--- src/rtl/uart_frame_sender_pkg.sv ---
// Shared types and constants for the framed UART sender (state codes, byte selectors, frame constants).
package uart_frame_sender_pkg;

  typedef enum logic [2:0] {
    ST_IDLE      = 3'd0,
    ST_LOAD      = 3'd1,
    ST_ISSUE     = 3'd2,
    ST_WAIT_ACK  = 3'd3,
    ST_WAIT_DONE = 3'd4,
    ST_FINISH    = 3'd5
  } state_e;

  typedef enum logic [2:0] {
    SEL_SYNC = 3'd0,
    SEL_TYPE = 3'd1,
    SEL_LEN  = 3'd2,
    SEL_PAY  = 3'd3,
    SEL_CHK  = 3'd4
  } sel_e;

  localparam logic [7:0] FRAME_SYNC = 8'hA5;
  localparam logic [7:0] CRC8_POLY  = 8'h07;

endpackage

--- src/rtl/uart_frame_sender_chk_accum.sv ---
// Frame check accumulator: modulo-256 two's-complement sum by default, CRC-8 (poly 0x07,
// MSB-first, init 0) when FRAME_CRC8_EN is defined.
module frame_chk_accum
  import uart_frame_sender_pkg::*;
(
  input  logic       clk,
  input  logic       rst_n,
  input  logic       clr,
  input  logic       en,
  input  logic [7:0] byte_in,
  output logic [7:0] chk_out
);

  logic [7:0] acc_q;

`ifdef FRAME_CRC8_EN
  function automatic logic [7:0] crc8_next(input logic [7:0] crc, input logic [7:0] b);
    logic [7:0] c;
    c = crc ^ b;
    for (int i = 0; i < 8; i++) begin
      c = c[7] ? ((c << 1) ^ CRC8_POLY) : (c << 1);
    end
    return c;
  endfunction

  always_ff @(posedge clk or negedge rst_n) begin
    if (!rst_n)   acc_q <= 8'h00;
    else if (clr) acc_q <= 8'h00;
    else if (en)  acc_q <= crc8_next(acc_q, byte_in);
  end

  assign chk_out = acc_q;
`else
  always_ff @(posedge clk or negedge rst_n) begin
    if (!rst_n)   acc_q <= 8'h00;
    else if (clr) acc_q <= 8'h00;
    else if (en)  acc_q <= acc_q + byte_in;
  end

  // Negated sum makes TYPE..CHK add up to zero on the host side.
  assign chk_out = 8'h00 - acc_q;
`endif

endmodule

--- src/rtl/uart_frame_sender.sv ---
// Sends SYNC/TYPE/LEN/payload/CHK frames through a byte UART over its send/ready handshake.
// Build option: FRAME_CRC8_EN selects CRC-8 instead of the two's-complement sum for CHK.
module uart_frame_sender
  import uart_frame_sender_pkg::*;
#(
  parameter int MAX_PAYLOAD = 16,
  parameter int LEN_W       = 5
) (
  input  logic             clk,
  input  logic             rst_n,
  input  logic             start,
  input  logic [7:0]       frame_type,
  input  logic [LEN_W-1:0] payload_len,
  output logic [LEN_W-1:0] rd_addr,
  input  logic [7:0]       rd_data,
  output logic             tx_send,
  output logic [7:0]       tx_data,
  input  logic             tx_ready,
  output logic             busy,
  output logic             done,
  output logic             err_len
);

  localparam logic [LEN_W-1:0] MAX_LEN = LEN_W'(MAX_PAYLOAD);

  state_e           state_q, state_d;
  sel_e             sel_q;
  logic [LEN_W-1:0] pay_q;
  logic [LEN_W-1:0] len_q;
  logic [7:0]       type_q;
  logic             ld_ph_q;
  logic [7:0]       tx_data_q;
  logic             tx_send_q;
  logic             err_len_q;

  logic             too_long;
  logic             accept;
  logic             chk_en;
  logic             load_byte;
  logic [7:0]       byte_mux;
  logic [7:0]       chk_out;

  assign too_long = (payload_len > MAX_LEN);

  always_ff @(posedge clk or negedge rst_n) begin
    if (!rst_n) state_q <= ST_IDLE;
    else        state_q <= state_d;
  end

  always_comb begin
    state_d = state_q;
    case (state_q)
      ST_IDLE:      if (start && !too_long) state_d = ST_LOAD;
      ST_LOAD:      if (sel_q != SEL_PAY || ld_ph_q) state_d = ST_ISSUE;
      ST_ISSUE:     if (tx_ready) state_d = ST_WAIT_ACK;
      ST_WAIT_ACK:  if (!tx_ready) state_d = ST_WAIT_DONE;
      ST_WAIT_DONE: if (tx_ready) state_d = (sel_q == SEL_CHK) ? ST_FINISH : ST_LOAD;
      ST_FINISH:    state_d = ST_IDLE;
      default:      state_d = ST_IDLE;
    endcase
  end

  always_comb begin
    busy      = (state_q != ST_IDLE);
    done      = (state_q == ST_FINISH);
    accept    = (state_q == ST_IDLE) && start && !too_long;
    load_byte = (state_q == ST_LOAD) && (sel_q != SEL_PAY || ld_ph_q);
    chk_en    = (state_q == ST_WAIT_DONE) && tx_ready &&
                (sel_q == SEL_TYPE || sel_q == SEL_LEN || sel_q == SEL_PAY);
  end

  always_comb begin
    byte_mux = FRAME_SYNC;
    case (sel_q)
      SEL_SYNC: byte_mux = FRAME_SYNC;
      SEL_TYPE: byte_mux = type_q;
      SEL_LEN:  byte_mux = 8'(len_q);
      SEL_PAY:  byte_mux = rd_data;
      SEL_CHK:  byte_mux = chk_out;
      default:  byte_mux = FRAME_SYNC;
    endcase
  end

  always_ff @(posedge clk or negedge rst_n) begin
    if (!rst_n) begin
      sel_q     <= SEL_SYNC;
      pay_q     <= '0;
      len_q     <= '0;
      type_q    <= 8'h00;
      ld_ph_q   <= 1'b0;
      tx_data_q <= 8'h00;
      tx_send_q <= 1'b0;
      err_len_q <= 1'b0;
    end else begin
      err_len_q <= (state_q == ST_IDLE) && start && too_long;
      // Registered pulse: send goes out the cycle after ready is seen in ISSUE.
      tx_send_q <= (state_q == ST_ISSUE) && tx_ready;

      if (accept) begin
        type_q  <= frame_type;
        len_q   <= payload_len;
        sel_q   <= SEL_SYNC;
        pay_q   <= '0;
        ld_ph_q <= 1'b0;
      end

      // Payload bytes spend one extra LOAD cycle waiting for the buffer read.
      if (state_q == ST_LOAD) begin
        if (load_byte) begin
          tx_data_q <= byte_mux;
          ld_ph_q   <= 1'b0;
        end else begin
          ld_ph_q   <= 1'b1;
        end
      end

      if (state_q == ST_WAIT_DONE && tx_ready) begin
        case (sel_q)
          SEL_SYNC: sel_q <= SEL_TYPE;
          SEL_TYPE: sel_q <= SEL_LEN;
          SEL_LEN:  sel_q <= (len_q == '0) ? SEL_CHK : SEL_PAY;
          SEL_PAY: begin
            if (pay_q == len_q - LEN_W'(1)) sel_q <= SEL_CHK;
            else                            pay_q <= pay_q + LEN_W'(1);
          end
          default:  sel_q <= sel_q;
        endcase
      end
    end
  end

  frame_chk_accum u_chk (
    .clk     (clk),
    .rst_n   (rst_n),
    .clr     (accept),
    .en      (chk_en),
    .byte_in (tx_data_q),
    .chk_out (chk_out)
  );

  assign rd_addr = pay_q;
  assign tx_data = tx_data_q;
  assign tx_send = tx_send_q;
  assign err_len = err_len_q;

endmodule

--- config.mk ---
export PLATFORM = sky130hd
export DESIGN_NAME = uart_frame_sender
export DESIGN_NICKNAME = d
export VERILOG_FILES = /design/src/rtl/uart_frame_sender_pkg.sv /design/src/rtl/uart_frame_sender_chk_accum.sv /design/src/rtl/uart_frame_sender.sv
export SDC_FILE = /design/constraint.sdc
export NUM_CORES = 1
export LEC_CHECK = 0
export BUFFER_PORTS_ARGS = -buffer_cell sky130_fd_sc_hd__buf_2
export CAP_MARGIN = 20
export CORE_MARGIN = 5
export CORE_UTILIZATION = 45
export DETAILED_ROUTE_END_ITERATION = 10
export PLACE_DENSITY = 0.66
export SLEW_MARGIN = 10
export SYNTH_ARGS = -nofsm -noshare
export SYNTH_HDL_FRONTEND = slang
export SYNTH_SLANG_ARGS = --single-unit
--- constraint.sdc ---
create_clock -name clk -period 2.7 [get_ports clk]
set_input_delay 0.405 -clock clk [delete_from_list [all_inputs] [get_ports clk]]
set_output_delay 0.405 -clock clk [all_outputs]
set_load 0.05 [all_outputs]
==> results.tsv <==
stage	metric	value	unit
grt	vias in the first global route	2265	
synth	Synth Area in Compound Gates	19.6	%
placement	DP Area	2960	µm²
hold_path	Min-Delay Path Class	input pin to flip-flop	
setup_path	maximum fanout along the worst path	12	
synth	Synth Area in Simple Gates	22.1	%
setup_path	Worst setup SP type	flip-flop	
run_status	status	finished, final reports clean	
grt	grt ovf	0	
placement	RePlAce Congestion	0.825	
setup_path	WP data required	2.89	ns
clocking	H-tree levels	2	
synth	post-synthesis cell area	2710	µm²
placement	Port-buffer cells	41	
synth	register area share after synthesis	39.7	%
pwr	VDD IR max	0.417	mV
detailed_routing	Residual DRC	0	
synth	largest family of logic cells by synthesized area	simple AND/OR/NAND/NOR gates	
final_layout	Layout Area Growth over Synthesis	14.8	%
clocking	cts bufs inserted	5	
timing	Relative slew margins	52.4	%
final_layout	share of layout cells above drive strength 1	19.1	%
synth	Syn Area/Cell	9.03	µm²
grt	Total Routing Usage GR	18.3	%
clocking	latest clock arrival within the worst-skew pair	0.30	ns
floorplan	die area	7670	µm²
pwr	PwrDens	993	nW/µm²
timing	Worst Tran Pin Value	0.705	ns
floorplan	die width	87.6	µm
synth	post-synthesis mux area share	4.25	%
floorplan	row count	28	
detailed_routing	final WL	6400	µm
grt	first-pass GRT wire length	11000	µm
timing	Final Skew	0.00832	ns
synth	most common flop cell mapped by yosys	dfrtp_1	
detailed_routing	number of DRC markers in iteration 0	102	
synth	Syn Nets	336	
synth	Async S/R FF share, synth	100	%
timing	final worst path period share	76.8	%
synth	Distinct cells, synth	54	
final_layout	most frequent cells in the layout	56 x nand2_1, 43 x dfrtp_1, 41 x buf_2, 19 x nor2_1	
grt	initial antenna violation count	0	
timing	RSZ-0062 raised after global routing	false	
timing	Tmin final	2.07	ns
grt	pin count of the biggest net entering global routing	44	
detailed_routing	via/cell ratio	5.46	
final_layout	design area	3110	µm²
synth	Yosys top cell area share	39.7	%
clocking	Clock Root Buffer	clkbuf_8	
synth	top post-synthesis cells by area	dfrtp_1 40%, nand2_1 7.8%, ha_1 4.6%	
synth	Synth Warn #	0	
synth	Adder-Cell Fraction of Synth Area	5.36	%
clocking	CTS tree	done	
timing	Final Slew Violations	0	
floorplan	core area	5890	µm²
synth	xor/xnor share of the synthesized area	4.85	%
synth	cell accounting for the most synthesized area	dfrtp_1	
run	max_cap viols	0	
detailed_routing	TritonRoute pass-1 iters	4	
setup_path	CP Data Arrival Time	2.26	ns
detailed_routing	WL/cell	15.4	µm
clocking	setup bufs post-CTS	0	
synth	#FFs+latches synth	43	
floorplan	initial core utilization	46.0	%
final_layout	Ant. Diodes	0	
detailed_routing	vias post-DR	2271	
floorplan	io pins	42	
synth	Cells after Synth	300	
clocking	CTS sink count	43	
timing	endpoints failing hold	0	
final_layout	commonest non-fill, non-tap cell in the layout	nand2_1	
setup_path	crit path kind	flip-flop to flip-flop	
pwr	Lkg Pwr	1.56	nW
synth	EDFF count, synth	0	
detailed_routing	post-route ant nets	0	
final_layout	Final nets	376	
placement	DP HPWL	4790	µm
clocking	clk buf depth	2	
floorplan	Die Y	87.6	µm
clocking	CTS clk-pin slew, worst paths	0.09	ns
timing	final setup violating endpoints	0	
setup_path	Worst setup EP type	flip-flop	
timing	max frequency	482	MHz
timing	setup TNS	0	ns
==> state kept, by name (all words and copies together), names as in the netlist <==
signal,flops
err_len,1
state_q,3
rd_addr,5
tx_send,1
len_q,5
sel_q,3
ld_ph_q,1
tx_data,8
u_chk.acc_q,8
type_q,8
==> stage by stage <==
stage / worst slack, ns / power (mW) / instances / util (%) / hold WS, ns
6_report: 0.625 / 3.09 / 416 / 52.9 / 0.291
5_1_grt: 0.393 / 3.33 / 416 / 52.9 / 0.287
4_1_cts: 0.622 / 3.11 / 414 / 52.4 / 0.281
3_5_place_dp: 0.628 / 2.56 / 406 / 50.4 / 0.460
3_3_place_gp: 0.699 / 2.54 / 406 / 50.4 / 0.456
2_1_floorplan: 0.579 / 2.21 / 300 / - / 0.109
==> cell families after synthesis <==
| family | Yosys count |
|---|---|
| AO/OA/AOI/OAI | 75 |
| buffers and inverters | 25 |
| flip-flops | 43 |
| multiplexers | 11 |
| XOR/XNOR | 15 |
| adder cells (fa/ha/maj) | 11 |
| AND/OR/NAND/NOR | 120 |
==> synthesized netlist by cell type, types with 4 or more instances <==
cell,n
nand2_1,56
dfrtp_1,43
nor2_1,19
a21oi_1,16
o21ai_0,16
inv_1,12
ha_1,10
buf_2,8
nand3_1,8
xnor2_1,8
a22oi_1,7
mux2i_1,7
xor2_1,7
nand2b_1,6
a22o_1,5
and3_1,5
nor3_1,5
a21o_1,4
mux2_2,4
o22ai_1,4
==> per-layer routing <==
layer | up-vias | global-route usage [%] | share of wire [%]
met2 | 51 | 28.4 | 46
met1 | 1055 | 25.4 | 48
met4 | 0 | 7.53 | 1.8
met3 | 10 | 2.92 | 4.0
met5 | - | 0 | 0
li1 | 1155 | - | -
==> area by class of cell <==
type                            count  area, µm²
Clock buffer                        6       82.6
Clock inverter                      2       35.0
Fill cell                         559       2770
Inverter                           12       45.0
Multi-Input combinational cell    232       1520
Sequential cell                    43       1080
Tap cell                           75       93.8
Timing Repair Buffer               46        258
==> repair_timing <==
item | 4_1_cts | 5_1_grt
resized for setup | 0 | 0
hold buffers | 0 | 1
endpoints found under the hold margin | 0 | 9
==> where the power goes <==
part	internal, mW	total, mW	switching [mW]
combinational	0.576	1.46	0.881
clock	0.300	0.533	0.234
sequential	0.840	1.10	0.260
==> critical path, stage by stage, from the launching register on <==
cell       delay, ns
dfrtp_1         0.56
nand4bb_1       0.37
nor3_4          0.55
nor2_2          0.18
a22oi_1         0.22
nand3b_1        0.09
==> path summary, 6_finish.rpt <==
check                         startpoint             end  slack, ns  cells past startpoint
min in group asynchronous          rst_n  u_chk.acc_q[1]       0.52                      2
hold / removal             frame_type[1]       type_q[1]       0.29                      3
hold reg to reg                type_q[4]       type_q[4]       0.48                      2
max in group asynchronous          rst_n         tx_send       1.70                      3
setup reg to reg              state_q[2]  u_chk.acc_q[6]       0.63                      5
setup / recovery              state_q[2]  u_chk.acc_q[6]       0.63                      5
(Power assumes the default switching activity.)
